==> config.mk <==
export PLATFORM = sky130hd
export DESIGN_NAME = dkong3_bg_fetch
export DESIGN_NICKNAME = d
export VERILOG_FILES = /design/src/rtl/dkong3_bg_fetch.sv
export SDC_FILE = /design/constraint.sdc
export NUM_CORES = 1
export LEC_CHECK = 0
export BUFFER_PORTS_ARGS = -buffer_cell sky130_fd_sc_hd__buf_2
export CAP_MARGIN = 20
export CORE_UTILIZATION = 40
export CTS_BUF_LIST = sky130_fd_sc_hd__clkbuf_4
export CTS_CLUSTER_DIAMETER = 200
export DETAILED_ROUTE_END_ITERATION = 12
export MAX_ROUTING_LAYER = met4
export PLACE_DENSITY = 0.6
export SLEW_MARGIN = 30
export SYNTH_ARGS = -nofsm -noshare
export SYNTH_HDL_FRONTEND = slang
export SYNTH_SLANG_ARGS = --single-unit
==> constraint.sdc <==
create_clock -name I_CLK -period 3 [get_ports I_CLK]
set_input_delay 0.15 -clock I_CLK [delete_from_list [all_inputs] [get_ports I_CLK]]
set_output_delay 0.15 -clock I_CLK [all_outputs]
set_load 0.02 [all_outputs]
==> src/rtl/dkong3_bg_fetch.sv <==
// Background tilemap fetch and pixel serializer.
// Each 8-pixel tile slot fetches the next column's tile code from tilemap
// VRAM, then both tile-ROM bitplanes and the colour PROM nibble. At the
// 7->0 pixel boundary the fetched tile is loaded into the serializer, so the
// pixels and palette stay aligned with the column being displayed.
module dkong3_bg_fetch #(
  parameter int COL_AHEAD = 1
) (
  input  logic        I_CLK,
  input  logic        I_RST_n,
  input  logic        I_CE_PIX,
  input  logic [9:0]  I_H_CNT,
  input  logic [7:0]  I_VF_CNT,
  input  logic        I_C_BLANKn,
  input  logic        I_HFLIP,
  input  logic        I_BANK,
  output logic [9:0]  O_VRAM_AB,
  input  logic [7:0]  I_VRAM_DB,
  output logic [11:0] O_ROM_AB,
  input  logic [7:0]  I_ROM_D0,
  input  logic [7:0]  I_ROM_D1,
  output logic [7:0]  O_COL_AB,
  input  logic [3:0]  I_COL_DB,
  output logic [1:0]  O_PIX,
  output logic [3:0]  O_PAL
);

  typedef enum logic [1:0] {
    S_IDLE  = 2'd0,
    S_CODE  = 2'd1,
    S_DATA  = 2'd2,
    S_READY = 2'd3
  } state_t;

  state_t      state_q;
  state_t      state_d;

  logic [2:0]  px;
  logic [4:0]  col;
  logic [4:0]  ncol;
  logic        unused_h;

  // Sequencer strobes, each a single I_CLK wide (qualified by I_CE_PIX).
  logic        do_vram;
  logic        do_rom;
  logic        do_capture;
  logic        do_load;

  logic [9:0]  vram_ab_q;
  logic [11:0] rom_ab_q;
  logic [7:0]  col_ab_q;
  logic [4:0]  ncol_q;

  logic [7:0]  hold0_q;
  logic [7:0]  hold1_q;
  logic [3:0]  hold_pal_q;

  logic [7:0]  sh0_q;
  logic [7:0]  sh1_q;
  logic [3:0]  pal_q;
  logic        flip_q;
  logic        blank_n_q;

  logic [1:0]  pix_raw;

  assign px  = I_H_CNT[3:1];
  assign col = I_H_CNT[8:4];

  // The tile for the next column is fetched while the current one is shown;
  // the 5-bit add wraps column 31 back to 0.
  assign ncol = col + 5'(COL_AHEAD);

  // The half-pixel bit and the top count bit play no part in tile fetching.
  assign unused_h = ^{I_H_CNT[9], I_H_CNT[0]};

  // Sequencer state register.
  // NOTE: sequential logic uses non-blocking (<=) so every flop samples the
  // pre-edge values of the others; blocking here would create order-dependent
  // shortcuts between registers.
  always_ff @(posedge I_CLK or negedge I_RST_n) begin
    if (!I_RST_n) state_q <= S_IDLE;
    else          state_q <= state_d;
  end

  // Next-state: px==0 always (re)starts a fetch, even mid-sequence after a
  // counter jump; otherwise a state waits for its own trigger pixel.
  always_comb begin
    // NOTE: default first, so every path assigns state_d and no latch forms.
    state_d = state_q;
    if (I_CE_PIX) begin
      if (px == 3'd0) begin
        state_d = S_CODE;
      end else begin
        case (state_q)
          S_CODE:  if (px == 3'd2) state_d = S_DATA;
          S_DATA:  if (px == 3'd4) state_d = S_READY;
          S_READY: if (px == 3'd7) state_d = S_IDLE;
          default: state_d = state_q;
        endcase
      end
    end
  end

  // Output decode: one strobe per sequencer action.
  always_comb begin
    do_vram    = I_CE_PIX && (px == 3'd0);
    do_rom     = I_CE_PIX && (px == 3'd2) && (state_q == S_CODE);
    do_capture = I_CE_PIX && (px == 3'd4) && (state_q == S_DATA);
    do_load    = I_CE_PIX && (px == 3'd7) && (state_q == S_READY);
  end

  // Memory address registers; each holds its value between updates.
  always_ff @(posedge I_CLK or negedge I_RST_n) begin
    if (!I_RST_n) begin
      vram_ab_q <= '0;
      ncol_q    <= '0;
      rom_ab_q  <= '0;
      col_ab_q  <= '0;
    end else begin
      if (do_vram) begin
        vram_ab_q <= {I_VF_CNT[7:3], ncol};
        ncol_q    <= ncol;
      end
      if (do_rom) begin
        // The tile code comes straight from VRAM; this register keeps it.
        rom_ab_q <= {I_BANK, I_VRAM_DB, I_VF_CNT[2:0]};
        col_ab_q <= {I_VF_CNT[7:5], ncol_q};
      end
    end
  end

  // Holding registers: capture bitplanes and palette well after the address.
  always_ff @(posedge I_CLK or negedge I_RST_n) begin
    if (!I_RST_n) begin
      hold0_q    <= '0;
      hold1_q    <= '0;
      hold_pal_q <= '0;
    end else if (do_capture) begin
      hold0_q    <= I_ROM_D0;
      hold1_q    <= I_ROM_D1;
      hold_pal_q <= I_COL_DB;
    end
  end

  // Serializer: load at the tile boundary (freezing the flip direction for
  // the whole tile), otherwise shift one pixel per CE with zero fill.
  always_ff @(posedge I_CLK or negedge I_RST_n) begin
    if (!I_RST_n) begin
      sh0_q  <= '0;
      sh1_q  <= '0;
      pal_q  <= '0;
      flip_q <= 1'b0;
    end else if (do_load) begin
      sh0_q  <= hold0_q;
      sh1_q  <= hold1_q;
      pal_q  <= hold_pal_q;
      flip_q <= I_HFLIP;
    end else if (I_CE_PIX) begin
      if (flip_q) begin
        sh0_q <= {1'b0, sh0_q[7:1]};
        sh1_q <= {1'b0, sh1_q[7:1]};
      end else begin
        sh0_q <= {sh0_q[6:0], 1'b0};
        sh1_q <= {sh1_q[6:0], 1'b0};
      end
    end
  end

  // Blank is pixel-registered so it lines up with the serializer output.
  always_ff @(posedge I_CLK or negedge I_RST_n) begin
    if (!I_RST_n)      blank_n_q <= 1'b0;
    else if (I_CE_PIX) blank_n_q <= I_C_BLANKn;
  end

  assign pix_raw = flip_q ? {sh1_q[0], sh0_q[0]} : {sh1_q[7], sh0_q[7]};

  assign O_VRAM_AB = vram_ab_q;
  assign O_ROM_AB  = rom_ab_q;
  assign O_COL_AB  = col_ab_q;
  assign O_PIX     = blank_n_q ? pix_raw : 2'b00;
  assign O_PAL     = blank_n_q ? pal_q   : 4'h0;

endmodule

## Word level (Yosys, flattened, before mapping)

Index checks and enable logic that the tools add are counted.

- Word-level logic and storage cells: 48
- Register bits after elaboration: 79
- Output and inout bits: 36
- Input port bits: 52

- Eq/ne operators: 9
- Add/sub/neg operators: 1
- Mux-type cells: 14
- Reductions and logical operators: 11

Operators by type and width:

| kind | count |
|---|---|
| $mux 8 | 6 |
| $mux 2 | 6 |
| $ne 3x3->1 const B | 3 |
| $logic_and 1x1->1 | 7 |
| $eq 3x3->1 const B | 2 |
| $pmux 2 s3 | 1 |
| $add 5x1->5 const B | 1 |
| $reduce_and 5->1 | 1 |
| $eq 2x2->1 const B | 2 |
| $mux 4 | 1 |
| $reduce_bool 4->1 | 1 |
| $eq 3x2->1 const B | 1 |
| $logic_not 3->1 | 1 |
| $eq 2x1->1 const B | 1 |
| $reduce_bool 2->1 | 1 |

## Longest topological paths before layout

- Word-level depth: 4
- Mapped depth: 6
- Depth with buffers taken out: 4

## Worst setup path after synthesis

Ideal clock, no wire load.

- Path type: reg-to-reg
- Start point: reg state_q[1]
- End point: reg col_ab_q[5], in the netlist O_COL_AB[5]
- Library setup time: 0.125 ns
- Period minus slack after synthesis: 1.430 ns
- Path slack: 1.570 ns
- Arrival time: 1.305 ns
- Stages on the path, launching flop included: 4
- Data required time: 2.875 ns
- Path buffers: 1
- Path through: dfrtp_1 nor4_1 buf_4 mux2_2

- Longest elaborated chain between the ends: 2

RTL lines:

| element | line | RTL |
|---|---|---|
| start: declaration | 35 | `state_t state_q;` |
| start signal: assignment | 82 | `else state_q <= state_d;` |
| $eq 2x1->1 | 107 | `do_rom = I_CE_PIX && (px == 3'd2) && (state_q == S_CODE);` |
| $logic_and 1x1->1 | 107 |  |
| end signal: assignment | 127 | `col_ab_q <= {I_VF_CNT[7:5], ncol_q};` |
| end: declaration | 51 | `logic [7:0] col_ab_q;` |

No other way between the ends.
A chain may end at the register's enable or synchronous reset.

## Final worst setup path

- Start point: reg flip_q
- End point: out O_PIX[0]

- Longest elaborated chain between the ends: 2

RTL lines:

| element | line | RTL |
|---|---|---|
| start: declaration | 61 | `logic flip_q;` |
| start signal: assignment | 152 | `flip_q <= 1'b0;` |
| start signal: assignment | 157 | `flip_q <= I_HFLIP;` |
| $mux 2 | 175 | `assign pix_raw = flip_q ? {sh1_q[0], sh0_q[0]} : {sh1_q[7], sh0_q[7]};` |
| $mux 2 | 180 | `assign O_PIX = blank_n_q ? pix_raw : 2'b00;` |
| end: declaration | 24 | `output logic [1:0] O_PIX,` |

No other way between the ends.

==> results.txt <==
- On the critical path the largest part of the delay comes from flip-flops.
* Worst Hold Endpoint: O_VRAM_AB[4]$_DFFE_PN0P_
- Of the available clock period, the critical path in the final layout requires 68.3%.
- Synth Register Bits: 74
* CTS tree: yes
- Headroom to the max-slew limit came out at 40.4%.
- Skew-Pair Late Insertion Delay: 0.41 ns
* Largest stage delay, worst path: 0.94 ns
- For this run, the total global-route usage over all layers was measured as 18.6%.
- After legalization and detailed placement, the total HPWL measured 4400 um.
- The count of cells in the finished layout, fillers not included, comes to 468.
- Root cell of the clock tree: clkbuf_4
- Number of clock sinks: 74
- The multi-input combinational cells in the finished layout cover a total of 1320 sq um.
- The path class of the tightest hold or removal check is input port to flip-flop.
- Number of buffers inserted during clock tree synthesis: 9
* Clock edge transition at the registers on the reported setup and hold paths: 0.13 ns
- The routed layout has 2375 vias.
* Complex-gate fraction of the synthesized area: 10.8%
* Wirelength per Cell: 15.0 um
- Between clock sinks in the finished design, the worst skew comes to 0.0188 ns.
- After detailed routing, the number of remaining DRC violations is 0.
- Reg-to-Reg End: hold1_q[4]$_DFFE_PN0P_
- The number of setup buffers added after CTS is 0.
- Outcome: complete, no violations
- Post-Synthesis Cells: 237
- Synthesis warning total: 0
- The number of hold-slack violations in the final timing report is 0.
- Top achievable clock speed: 488 MHz
* Area of the mapped netlist: 3260 sq um
* Count of H-tree levels built during CTS: 3
- Setup slack on the worst reg-to-reg path comes out at 1.04 ns.
- The worst hold path begins at I_H_CNT[8].
- Netlist cell types: 41
- Combinational family with the most area after synthesis: multiplexers
* Worst Path Class, Setup: flip-flop to output port
* Setup slack after placement: 0.975 ns
* Syn_area_per_cell: 13.8 sq um
* Synth cell count leaders: dfrtp_1 (74), mux2_2 (50), a221o_1 (12)
- Die outline area: 8510 sq um
- Fraction of final layout cells with drive strength greater than 1: 44.0%
- Most common cell in the synthesized netlist: dfrtp_1
* Cell count of the worst hold path: 3
- By area the synthesized netlist is led by dfrtp_1 (57%), mux2_2 (17%), a221o_1 (3.7%).
- Final #Nets: 414
- The repair_antennas step left the layout with diodes totalling 0.
- The worst setup path is launched from a flip-flop.
- Critical Path End Type: output port
* Area growth from synthesis to layout: 32.5%
* Sum of negative setup slack: 0 ns
- Number of core rows: 32
* Detail-routed via count per cell: 5.07
* Die X-Extent: 92.3 um
* Count of flip-flops with a built-in enable after synthesis: 0
- Largest net degree at the start of global routing: 30
- Worst-case clock buffer depth: 2
* Synth async-reset ratio: 100%
* Core region area: 7810 sq um
- Worst hold slack across all endpoints: 0.0337 ns
- In the post-route analysis, the smallest setup slack over all paths is 0.952 ns.
- Number of top-level pins: 88
- DIE HEIGHT: 92.3 um
* Post-route cell area: 4320 sq um
- Worst path bufs/invs: 1
- In this run the cell area measured after placement is 3770 sq um.
- Via count of the first global-routing pass: 2437
* Leakage power: 2.06 nW
- Summing the areas of all fa, ha and maj instances in the mapped netlist gives 0.384% of the synthesized area.
- Number of fillers in the final layout: 696
- Initial antenna violation count: 0
- Port Buffer Count: 85
* Detailed router's first-iteration violation count: 77
* Sequential standard cell area: 1850 sq um
- The first global-routing pass estimated 11900 um of wire.
* Max-cap viol count: 0
* Cell-by-cell trace of the critical path: mux2i_1 -> nor2b_1 -> buf_2
- Summing the areas of all and, or, nand and nor instances in the mapped netlist gives 6.56% of the synthesized area.
* Cell with the biggest individual delay on the critical path: dfrtp_1
* Top FF cell, synth: dfrtp_1
* Endpoint required time on the critical path: 2.85 ns
- Routability congestion estimate from global placement: 0.706
- Starting density of the core: 41.7%
- Of the synthesized area, sequential elements account for 56.8%.
- Remaining antenna violation count: 0
- Across the VDD grid, the largest voltage drop is 0.357 mV.
- Logic depth of the worst setup path including buffers: 3
- Counting every net in the synthesized netlist gives 290.
* Total wire length: 7020 um
- Setup repair after global routing left no endpoint under its margin.
- The worst register-to-register path begins at state_q[1]$_DFFE_PN0P_.
- Power per standard cell area: 506 nW/um^2
- Worst r2r path cells: 4
- Design Power: 2.18 mW
- Multiplexer share of the synthesized area: 21.3%
- Setup violations remaining at the end of the flow were counted as 0.
* Synth Area in XOR/XNOR: 0.806%
* Number of instances in the placed design: 411
- Overflow left after global routing: 0
* Number of search-and-repair iterations in the first detailed-routing pass: 4
- Of all nets on the critical path, the largest fanout is 23.
- After layout, the minimum clock period comes to 2.05 ns.
- Share of the core filled with cells in the final layout: 55.3%
- Arr. time, crit path: 1.90 ns
* Cell taking the most area after synthesis: dfrtp_1
* Transition time at the pin with the least slew margin: 0.894 ns
- The top cell type by area accounts for 56.8% of the synthesized area.
* Max-slew violations: 0
==> registers in the layout, indices dropped and copies added, names as in the netlist, 2 cells and up <==
signal and count:
sh0_q 8, pal_q 4, O_ROM_AB 12, state_q 2
hold0_q 8, hold1_q 8, hold_pal_q 4, O_VRAM_AB 10
O_COL_AB 8, sh1_q 8
==> worst max path at each step <==
| stage | startpoint | end |
|---|---|---|
| after floorplan | state_q[1]$_DFFE_PN0P_ | O_COL_AB[5]$_DFFE_PN0P_ |
| after global placement | I_CE_PIX | hold1_q[7]$_DFFE_PN0P_ |
| final | flip_q$_DFFE_PN0P_ | O_PIX[0] |
| after CTS | flip_q$_DFFE_PN0P_ | O_PIX[0] |
| after global routing | flip_q$_DFFE_PN0P_ | O_PIX[1] |
| after detailed placement | I_CE_PIX | hold1_q[7]$_DFFE_PN0P_ |
==> routing by layer <==
layer / track usage, % / up-vias / wire length (um)
met2: 29.9 / 63 / 3450
met4: 4.17 / 0 / 43
li1: - / 1128 / -
met3: 6.14 / 4 / 261
met5: - / - / 0
met1: 22.9 / 1180 / 3260
==> power by group <==
part           total, mW  switching, mW  internal, mW  leakage, nW
Sequential          1.15         0.0588          1.10        0.992
Clock              0.616          0.351         0.265       0.0726
Combinational      0.414          0.223         0.192        0.997
Total               2.18          0.633          1.55         2.06
==> repair_timing <==
item / in CTS / in global routing
resized for setup: 0 / 0
endpoints found under the hold margin: 70 / 0
hold buffers: 41 / 0
==> placed cells by master (no fill, tap or decap), types with 2 or more instances in the layout <==
cell / count
a211oi_1: 9
a21oi_1: 6
a221o_1: 12
a221oi_1: 4
and2_1: 4
buf_2: 85
buf_4: 4
clkbuf_4: 10
clkinv_4: 2
clkinvlp_4: 2
dfrtp_1: 74
dlygate4sd3_1: 41
inv_1: 4
mux2_1: 2
mux2_2: 50
mux2i_1: 11
nand3_1: 5
nor2_1: 4
nor2b_1: 6
o2bb2ai_1: 3
o31ai_1: 4
xor2_1: 2
==> area by class of cell <==
cell class,instances,share of cell area (%)
Clock buffer,10,1.74
Tap cell,102,2.95
Clock inverter,6,1.56
Sequential cell,74,42.9
Inverter,4,0.348
Timing Repair Buffer,130,20.0
Multi-Input combinational cell,142,30.5
==> logic make-up after synthesis <==
group | count (synthesis)
XOR/XNOR | 3
multiplexers | 63
adder cells (fa/ha/maj) | 1
AO/OA/AOI/OAI | 44
buffers and inverters | 21
flip-flops | 74
AND/OR/NAND/NOR | 31
==> tightest hold or removal path, stage by stage <==
cell and delay [ns]:
buf_2 0.08, xor2_1 0.06, a21oi_1 0.12
Power figures use the tool's default switching activity.
